==> src/rtl/fetch_unit_pkg.sv <==
// Shared MIPS defines: opcode constants, fetch FSM encoding, reset PC default.
package fetch_unit_pkg;

    localparam logic [5:0] OP_SPECIAL = 6'h00;
    localparam logic [5:0] OP_J       = 6'h02;
    localparam logic [5:0] OP_JAL     = 6'h03;
    localparam logic [5:0] OP_BEQ     = 6'h04;
    localparam logic [5:0] OP_BNE     = 6'h05;
    localparam logic [5:0] FN_JR      = 6'h08;

    localparam logic [1:0] FETCH_IDLE = 2'd0;
    localparam logic [1:0] FETCH_REQ  = 2'd1;
    localparam logic [1:0] FETCH_HOLD = 2'd2;

    localparam logic [31:0] DEFAULT_RESET_PC = 32'h0000_0000;
    localparam logic [31:0] WORD_ALIGN_MASK  = 32'hFFFF_FFFC;

    function automatic logic [31:0] word_align(input logic [31:0] addr);
        return addr & WORD_ALIGN_MASK;
    endfunction

endpackage

==> src/rtl/fetch_unit_target.sv <==
// Redirect target selection for the instruction sitting in decode (combinational).
module fetch_target
    import fetch_unit_pkg::*;
(
    input  logic [31:0] pc_id,
    input  logic [25:0] instr_index,
    input  logic        instr_valid_id,
    input  logic        stall,
    input  logic        jump_branch,
    input  logic [31:0] branch_offset,
    input  logic        jump_target,
    input  logic        jump_reg,
    input  logic [31:0] jr_pc,
    output logic        capture,
    output logic [31:0] target
);

    logic [31:0] pc_plus4;

    assign pc_plus4 = pc_id + 32'd4;

    // Register jump beats J-type, which beats a taken branch
    always_comb begin
        capture = 1'b0;
        target  = '0;
        if (instr_valid_id && !stall) begin
            if (jump_reg) begin
                capture = 1'b1;
                target  = word_align(jr_pc);
            end else if (jump_target) begin
                capture = 1'b1;
                target  = {pc_plus4[31:28], instr_index, 2'b00};
            end else if (jump_branch) begin
                capture = 1'b1;
                target  = word_align(pc_plus4 + branch_offset);
            end
        end
    end

endmodule

==> src/rtl/fetch_unit.sv <==
// Instruction fetch: request FSM, one-entry skid register and delayed-slot redirect.
module fetch_unit
    import fetch_unit_pkg::*;
#(
    parameter logic [31:0] RESET_PC = DEFAULT_RESET_PC
) (
    input  logic        clk,
    input  logic        rst,
    output logic        imem_req,
    output logic [31:0] imem_addr,
    input  logic        imem_ack,
    input  logic [31:0] imem_rdata,
    input  logic        stall,
    input  logic        jump_branch,
    input  logic [31:0] branch_offset,
    input  logic        jump_target,
    input  logic        jump_reg,
    input  logic [31:0] jr_pc,
    output logic [31:0] pc_id,
    output logic [31:0] instr_id,
    output logic        instr_valid_id
);

    logic [1:0]  state;
    logic [31:0] addr_q;
    logic [31:0] skid_instr;
    logic        redir_valid;
    logic [31:0] redir_target;
    logic        capture;
    logic [31:0] sel_target;
    logic        issue;
    logic [31:0] next_addr;

    assign imem_req  = (state == FETCH_REQ);
    assign imem_addr = word_align(addr_q);

    fetch_target u_target (
        .pc_id          (pc_id),
        .instr_index    (instr_id[25:0]),
        .instr_valid_id (instr_valid_id),
        .stall          (stall),
        .jump_branch    (jump_branch),
        .branch_offset  (branch_offset),
        .jump_target    (jump_target),
        .jump_reg       (jump_reg),
        .jr_pc          (jr_pc),
        .capture        (capture),
        .target         (sel_target)
    );

    // A new address issues whenever a word moves into decode; a redirect
    // captured on that same edge already steers it (the issued request is
    // the delay slot)
    always_comb begin
        issue     = 1'b0;
        next_addr = word_align(addr_q + 32'd4);
        if (!stall) begin
            issue = ((state == FETCH_REQ) && imem_ack) || (state == FETCH_HOLD);
        end
        if (capture) begin
            next_addr = sel_target;
        end else if (redir_valid) begin
            next_addr = redir_target;
        end
    end

    // Fetch FSM, decode register, skid register and pending redirect
    always_ff @(posedge clk) begin
        if (rst) begin
            state          <= FETCH_IDLE;
            addr_q         <= RESET_PC;
            pc_id          <= RESET_PC;
            instr_id       <= '0;
            instr_valid_id <= 1'b0;
            skid_instr     <= '0;
            redir_valid    <= 1'b0;
            redir_target   <= '0;
        end else begin
            case (state)
                FETCH_IDLE: state <= FETCH_REQ;
                FETCH_REQ: begin
                    if (imem_ack) begin
                        if (stall) begin
                            skid_instr <= imem_rdata;
                            state      <= FETCH_HOLD;
                        end else begin
                            pc_id          <= imem_addr;
                            instr_id       <= imem_rdata;
                            instr_valid_id <= 1'b1;
                        end
                    end else if (!stall) begin
                        instr_id       <= '0;
                        instr_valid_id <= 1'b0;
                    end
                end
                FETCH_HOLD: begin
                    if (!stall) begin
                        pc_id          <= imem_addr;
                        instr_id       <= skid_instr;
                        instr_valid_id <= 1'b1;
                        state          <= FETCH_REQ;
                    end
                end
                default: state <= FETCH_IDLE;
            endcase

            if (issue) begin
                addr_q <= next_addr;
            end

            if (issue) begin
                redir_valid <= 1'b0;
            end else if (capture) begin
                redir_valid  <= 1'b1;
                redir_target <= sel_target;
            end
        end
    end

endmodule

==> config.mk <==
export PLATFORM = sky130hd
export DESIGN_NAME = fetch_unit
export DESIGN_NICKNAME = d
export VERILOG_FILES = /design/src/rtl/fetch_unit_pkg.sv /design/src/rtl/fetch_unit_target.sv /design/src/rtl/fetch_unit.sv
export SDC_FILE = /design/constraint.sdc
export NUM_CORES = 1
export LEC_CHECK = 0
export ABC_AREA = 0
export BUFFER_PORTS_ARGS = -buffer_cell sky130_fd_sc_hd__buf_2
export CAP_MARGIN = 20
export CORE_UTILIZATION = 45
export DETAILED_ROUTE_END_ITERATION = 6
export GPL_TIMING_DRIVEN = 0
export PLACE_DENSITY_LB_ADDON = 0.08
export SETUP_SLACK_MARGIN = 0.5
export SLEW_MARGIN = 20
export SYNTH_ARGS = -nofsm -noshare
export SYNTH_HDL_FRONTEND = slang
export SYNTH_SLANG_ARGS = --single-unit
==> constraint.sdc <==
create_clock -name clk -period 10.05 [get_ports clk]
set_input_delay 1.5075 -clock clk [delete_from_list [all_inputs] [get_ports clk]]
set_output_delay 1.5075 -clock clk [all_outputs]
set_load 0.1 [all_outputs]
After elaboration in Yosys (flattened, before gate mapping)
Index checks and enable logic that the tools add are counted.
{"block": "word_totals", "register_bits": 164, "latch_bits": 0, "mem_bits_rw": 0, "rom_bits": 0, "output_inout_bits": 98, "word_cells": 59, "memories": 0}
{"block": "op_classes", "n_addsub": 3, "mul": 0, "div": 0, "order_cmp": 0, "eq_ne": 7, "shifts": 0, "muxes": 27, "n_bitwise": 1, "n_reduce_logical": 13}
{"cell": "32-bit 2-to-1 mux", "n": 12}
{"cell": "32-bit case mux with 2 select lines", "n": 2}
{"cell": "32-bit by 3-bit adder with 32-bit output (second input constant)", "n": 2}
{"cell": "32-bit adder", "n": 1}
{"cell": "3-bit AND reduction", "n": 3}
{"cell": "1-bit 2-to-1 mux", "n": 8}
{"cell": "2-bit 2-to-1 mux", "n": 3}
{"cell": "2-bit case mux with 3 select lines", "n": 1}
{"cell": "2-bit AND reduction", "n": 3}
{"cell": "2-bit by 1-bit inequality test with 1-bit output (second input constant)", "n": 2}
{"cell": "2-bit inequality test (second input constant)", "n": 2}
{"cell": "3-bit inequality test (second input constant)", "n": 1}
{"cell": "2-bit by 1-bit == test with 1-bit output (second input constant)", "n": 1}
{"cell": "2-bit == test (second input constant)", "n": 1}
{"cell": "1-bit logical AND", "n": 2}
{"cell": "2-bit logical NOT", "n": 1}
{"cell": "1-bit case mux with 2 select lines", "n": 1}
{"cell": "2-bit nonzero test", "n": 1}
{"cell": "2-bit OR reduction", "n": 1}
{"cell": "1-bit logical NOT", "n": 1}
{"cell": "1-bit logical OR", "n": 1}
{"cell": "1-bit inverter", "n": 1}

Longest topological paths before layout
{"block": "depth", "ltp_word": 7, "depth_mapped": 18, "depth_no_buf": 16}

Hierarchy
A second synthesis with hierarchy kept.
{"block": "hier_totals", "hier_cells": 1422, "area_unflattened_um2": 10149.7}
{"module": "fetch_unit", "instances": 1, "cells_each": 959, "area_each_um2": 7155.6, "seq_area_each_um2": 3163.0}
{"module": "fetch_target", "instances": 1, "cells_each": 463, "area_each_um2": 2994.1, "seq_area_each_um2": 0.0}

Worst setup path before layout
Ideal clock, no wire load.
{"block": "synth_path", "kind": "register -> register", "start": "register pc_id[2]", "end": "register addr_q[29]", "setup_ns": 0.088, "arrival_time_ns": 4.373, "required_time_ns": 9.962, "path_slack_ns": 5.589, "stages_incl_launch_ff": 19, "n_path_buf": 2, "synth_period_minus_slack_ns": 4.461, "path_cell_list": "dfxtp_1 > ha_1 > nand3_1 > nor3_1 > and2_1 > clkbuf_1 > nand3_1 > xnor2_1 > ha_1 > buf_4 > a21oi_1 > o21ai_1 > a2111oi_0 > nor2_1 > a21oi_2 > a21oi_2 > xnor2_1 > o32a_1 > a311oi_2"}
{"block": "synth_via", "elab_chain_len": 7}
{"element": "from (decl)", "line": "fetch_unit.sv:19", "source": "output logic [31:0] pc_id,"}
{"element": "from (signal assigned)", "line": "fetch_unit.sv:87", "source": "pc_id <= imem_addr;"}
{"element": "from (signal assigned)", "line": "fetch_unit.sv:98", "source": "pc_id <= imem_addr;"}
{"element": "32-bit by 3-bit adder with 32-bit output (*)", "line": "fetch_unit_target.sv:20", "source": "assign pc_plus4 = pc_id + 32'd4;"}
{"element": "32-bit adder", "line": "fetch_unit_target.sv:35", "source": "target = word_align(pc_plus4 + branch_offset);"}
{"element": "32-bit 2-to-1 mux", "line": "fetch_unit_target.sv:33", "source": "end else if (jump_branch) begin"}
{"element": "32-bit 2-to-1 mux (*)", "line": "fetch_unit_target.sv:30", "source": "end else if (jump_target) begin"}
{"element": "32-bit 2-to-1 mux (*)", "line": "fetch_unit_target.sv:27", "source": "if (jump_reg) begin"}
{"element": "32-bit 2-to-1 mux (*)", "line": "fetch_unit_target.sv:26", "source": "if (instr_valid_id && !stall) begin"}
{"element": "32-bit 2-to-1 mux (*)", "line": "fetch_unit.sv:60", "source": "if (capture) begin"}
{"element": "to (signal assigned)", "line": "fetch_unit.sv:108", "source": "addr_q <= next_addr;"}
{"element": "to (decl)", "line": "fetch_unit.sv:25", "source": "logic [31:0] addr_q;"}
Every way passes the cells marked *; elsewhere a longest branch is shown, timed or not.
A chain may end at the register's enable or synchronous reset.

Worst setup path after layout
Ends and elaborated chain as after synthesis.

==> impl_metrics.ini <==
[status]
run_status = finished with violations
failed_checks = design-rule violations

[cts]
clock-sinks = 158
htreeDepth = 4
cts_root_buf = clkbuf_16
cts_tree = done
clockBufferDepth = 2
cts_hold_buf = 0
cts_buffers = 17
clkLatencyLatePin_ps = 440
clkSlewWorstSetupHoldPaths_ps = 70
post_cts_buffers = 0
postCtsResizedCells = 0

[placed_design]
port_buffers = 190
routabilityCongestion = 0.946
dp.final_hpwl_um = 28100
dpl_worst_slack_ps = 5530
dpl_cell_area_um2 = 11300
placedCellCount = 1841

[logic_synthesis]
synthTopCellsByArea = dfxtp_1, nand2_1, a21oi_1
yosysTopAreaCellShare_pct = 31.7
ys.flop_type = dfxtp_1
syn_avg_cell_area_um2 = 7.29
netlist_area_um2 = 9970
synthArstFlopShare_pct = 0
ys_warn_count = 0
synth_most_common_cell = nand2_1
postSynthCellCount = 1368
synth.cells.most_frequent = nand2_1, nor2_1, a21oi_1
synth-seq-cells = 158
synth_edf_count = 0
yosysTopAreaCell = dfxtp_1
yosysSeqAreaShare_pct = 31.7
synth_cell_types = 81

[route]
firstDrtPassIters = 7
drtIter0Drc = 829
drt_wl_total_um = 36500
wire_per_inst_um = 19.5
vias_per_cell = 5.68
ant_nets = 0
route.vias.total = 10700
drc = 2

[hold_path]
hp-class = register to register
hp-start = skid_instr[21]

[grt]
grt_util_met2_pct = 49.6
antenna_found_initial = 3
first_global_vias = 9751
grt-busiest-layer = met2
grt_use_met1_pct = 43.9
globalRoute.totalOverflow = 0
grt_max_degree = 17
grt.total_usage_pct = 32.3
grt_use_met3_pct = 5.54
grt_pass1_wl_um = 55200

[setup_path]
path_cells = ha_1, nand3_1, nor3_1, and2_1, clkbuf_1, nand3_1, xnor2_1, ha_1, buf_4, a21oi_1, o21ai_1, a2111oi_0, nor2_1, a21oi_2, a21oi_2, xnor2_1, o32a_1, a311oi_2
crit_slowest_cell = dfxtp_1
end_kind = register
critPathTopFamily = compound AO/OA/AOI/OAI gates
timing.rr.start = pc_id[2]
crit_path_max_incr_delay_ps = 470
cp_num_buf_inv = 2
crit_path_start_kind = register
cp-startpoint = pc_id[2]
criticalPathCategory = register to register
critPathArrivalTime_ps = 4860
crit_fanout = 7
worstPathRequired_ps = 10390

[finish]
area.sequential_um2 = 3160
multi_input_area_um2 = 6240
fin_area_um2 = 11900
finalNonFillerCells = 1876
nFillCells = 2283
areaGrowthSynthToFinish_pct = 19.1
drive_gt1_share_pct = 17.1
num-nets-final = 1723
fin_util_pct = 54.6

[timing]
rsz0062_at_grt = false
drv_slew = 0
fin_crit_ps = 4520
fin_ws_ps = 5530
hold_viol = 0
setup_viol = 0
finClkSkew_ps = 9.16
setup_tns_ps = 0
period_share_pct = 45.0
max_slew_margin_pct = 33.1
worst_pin_slew_ps = 996
fmax_mhz = 221
holdWs_ps = 452

[die]
ioPinCount = 201
die_h_um = 151
rows = 54
dieArea_um2 = 22800
core-area_um2 = 21800
initial_core_util_pct = 45.8
die_w_um = 151

[power_and_ir_drop]
p_per_area_nw_per_um2 = 170
power.leakage_nw = 4.90
total_power_mw = 2.02
irDropWorstVdd_mv = 0.112

[flow_run]
drv_cap = 0
placed cells by master (no fill, tap or decap), types with 9 or more instances in the layout:
cell type	Yosys	layout
a221oi_1	13	13
nand3_1	33	33
xnor2_1	41	41
clkbuf_1	78	79
xor2_1	34	34
o21ai_0	59	59
inv_1	26	26
nor2_1	175	175
a21o_1	9	9
nand2_1	254	254
clkbuf_16	0	17
and3_1	11	11
dfxtp_1	158	158
nor3_1	27	27
ha_1	39	39
buf_2	1	191
nand2b_1	9	9
a211oi_1	57	57
nand4_1	14	14
a21oi_1	160	160
layout make-up:
class / instances / share of cell area, %
multi-input combinational: 1086 / 52.5
sequential: 158 / 26.6
timing repair buffer: 190 / 8.00
buffer: 101 / 4.08
clock buffer: 18 / 3.61
tap: 280 / 2.95
clock inverter: 14 / 1.34
inverter: 26 / 0.821
antenna: 3 / 0.0632
worst reg2reg max path: cells and delay by family (launching register included):
| family | cells | cell delay [ps] |
|---|---|---|
| DFF | 1 | 470 |
| buffers and inverters | 2 | 450 |
| AOI/OAI and AO/OA | 7 | 1670 |
| adders and majority gates | 2 | 510 |
| and+or+nand+nor | 5 | 990 |
| xor gates and xnor gates | 2 | 330 |
cells by family (layout without fill, tap and decap cells):
group | Yosys count | count (layout) | synth area share (%)
AO/OA/AOI/OAI | 386 | 386 | 24.5
XOR/XNOR | 77 | 77 | 6.91
adder cells (fa/ha/maj) | 40 | 40 | 5.09
buffers and inverters | 127 | 349 | 5.83
flip-flops | 158 | 158 | 31.7
multiplexers | 3 | 3 | 0.301
other | 1 | 7 | 0.0376
AND/OR/NAND/NOR | 576 | 576 | 25.6
where the power goes:
group,leakage [nW],total (mW),internal (mW),switching (mW)
Clock,0.276,0.665,0.371,0.294
Combinational,3.34,0.630,0.137,0.493
Sequential,1.28,0.724,0.674,0.0496
state kept, by name, indices dropped and copies added (netlist names):
register	flops
addr_q	30
instr_id	32
instr_valid_id	1
pc_id	30
redir_target	30
redir_valid	1
skid_instr	32
state	2
metal layers:
layer	wire [um]	up-vias
li1	-	5229
met1	16100	4890
met2	16200	454
met3	2880	84
met4	1300	4
met5	70	-
final timing paths:
check,end,cells after the start,slack [ps]
setup reg to reg,addr_q[29],18,5530
hold reg to reg,skid_instr[21],2,450
setup / recovery,addr_q[29],18,5530
hold / removal,skid_instr[21],2,450
Power figures use the tool's default switching activity.
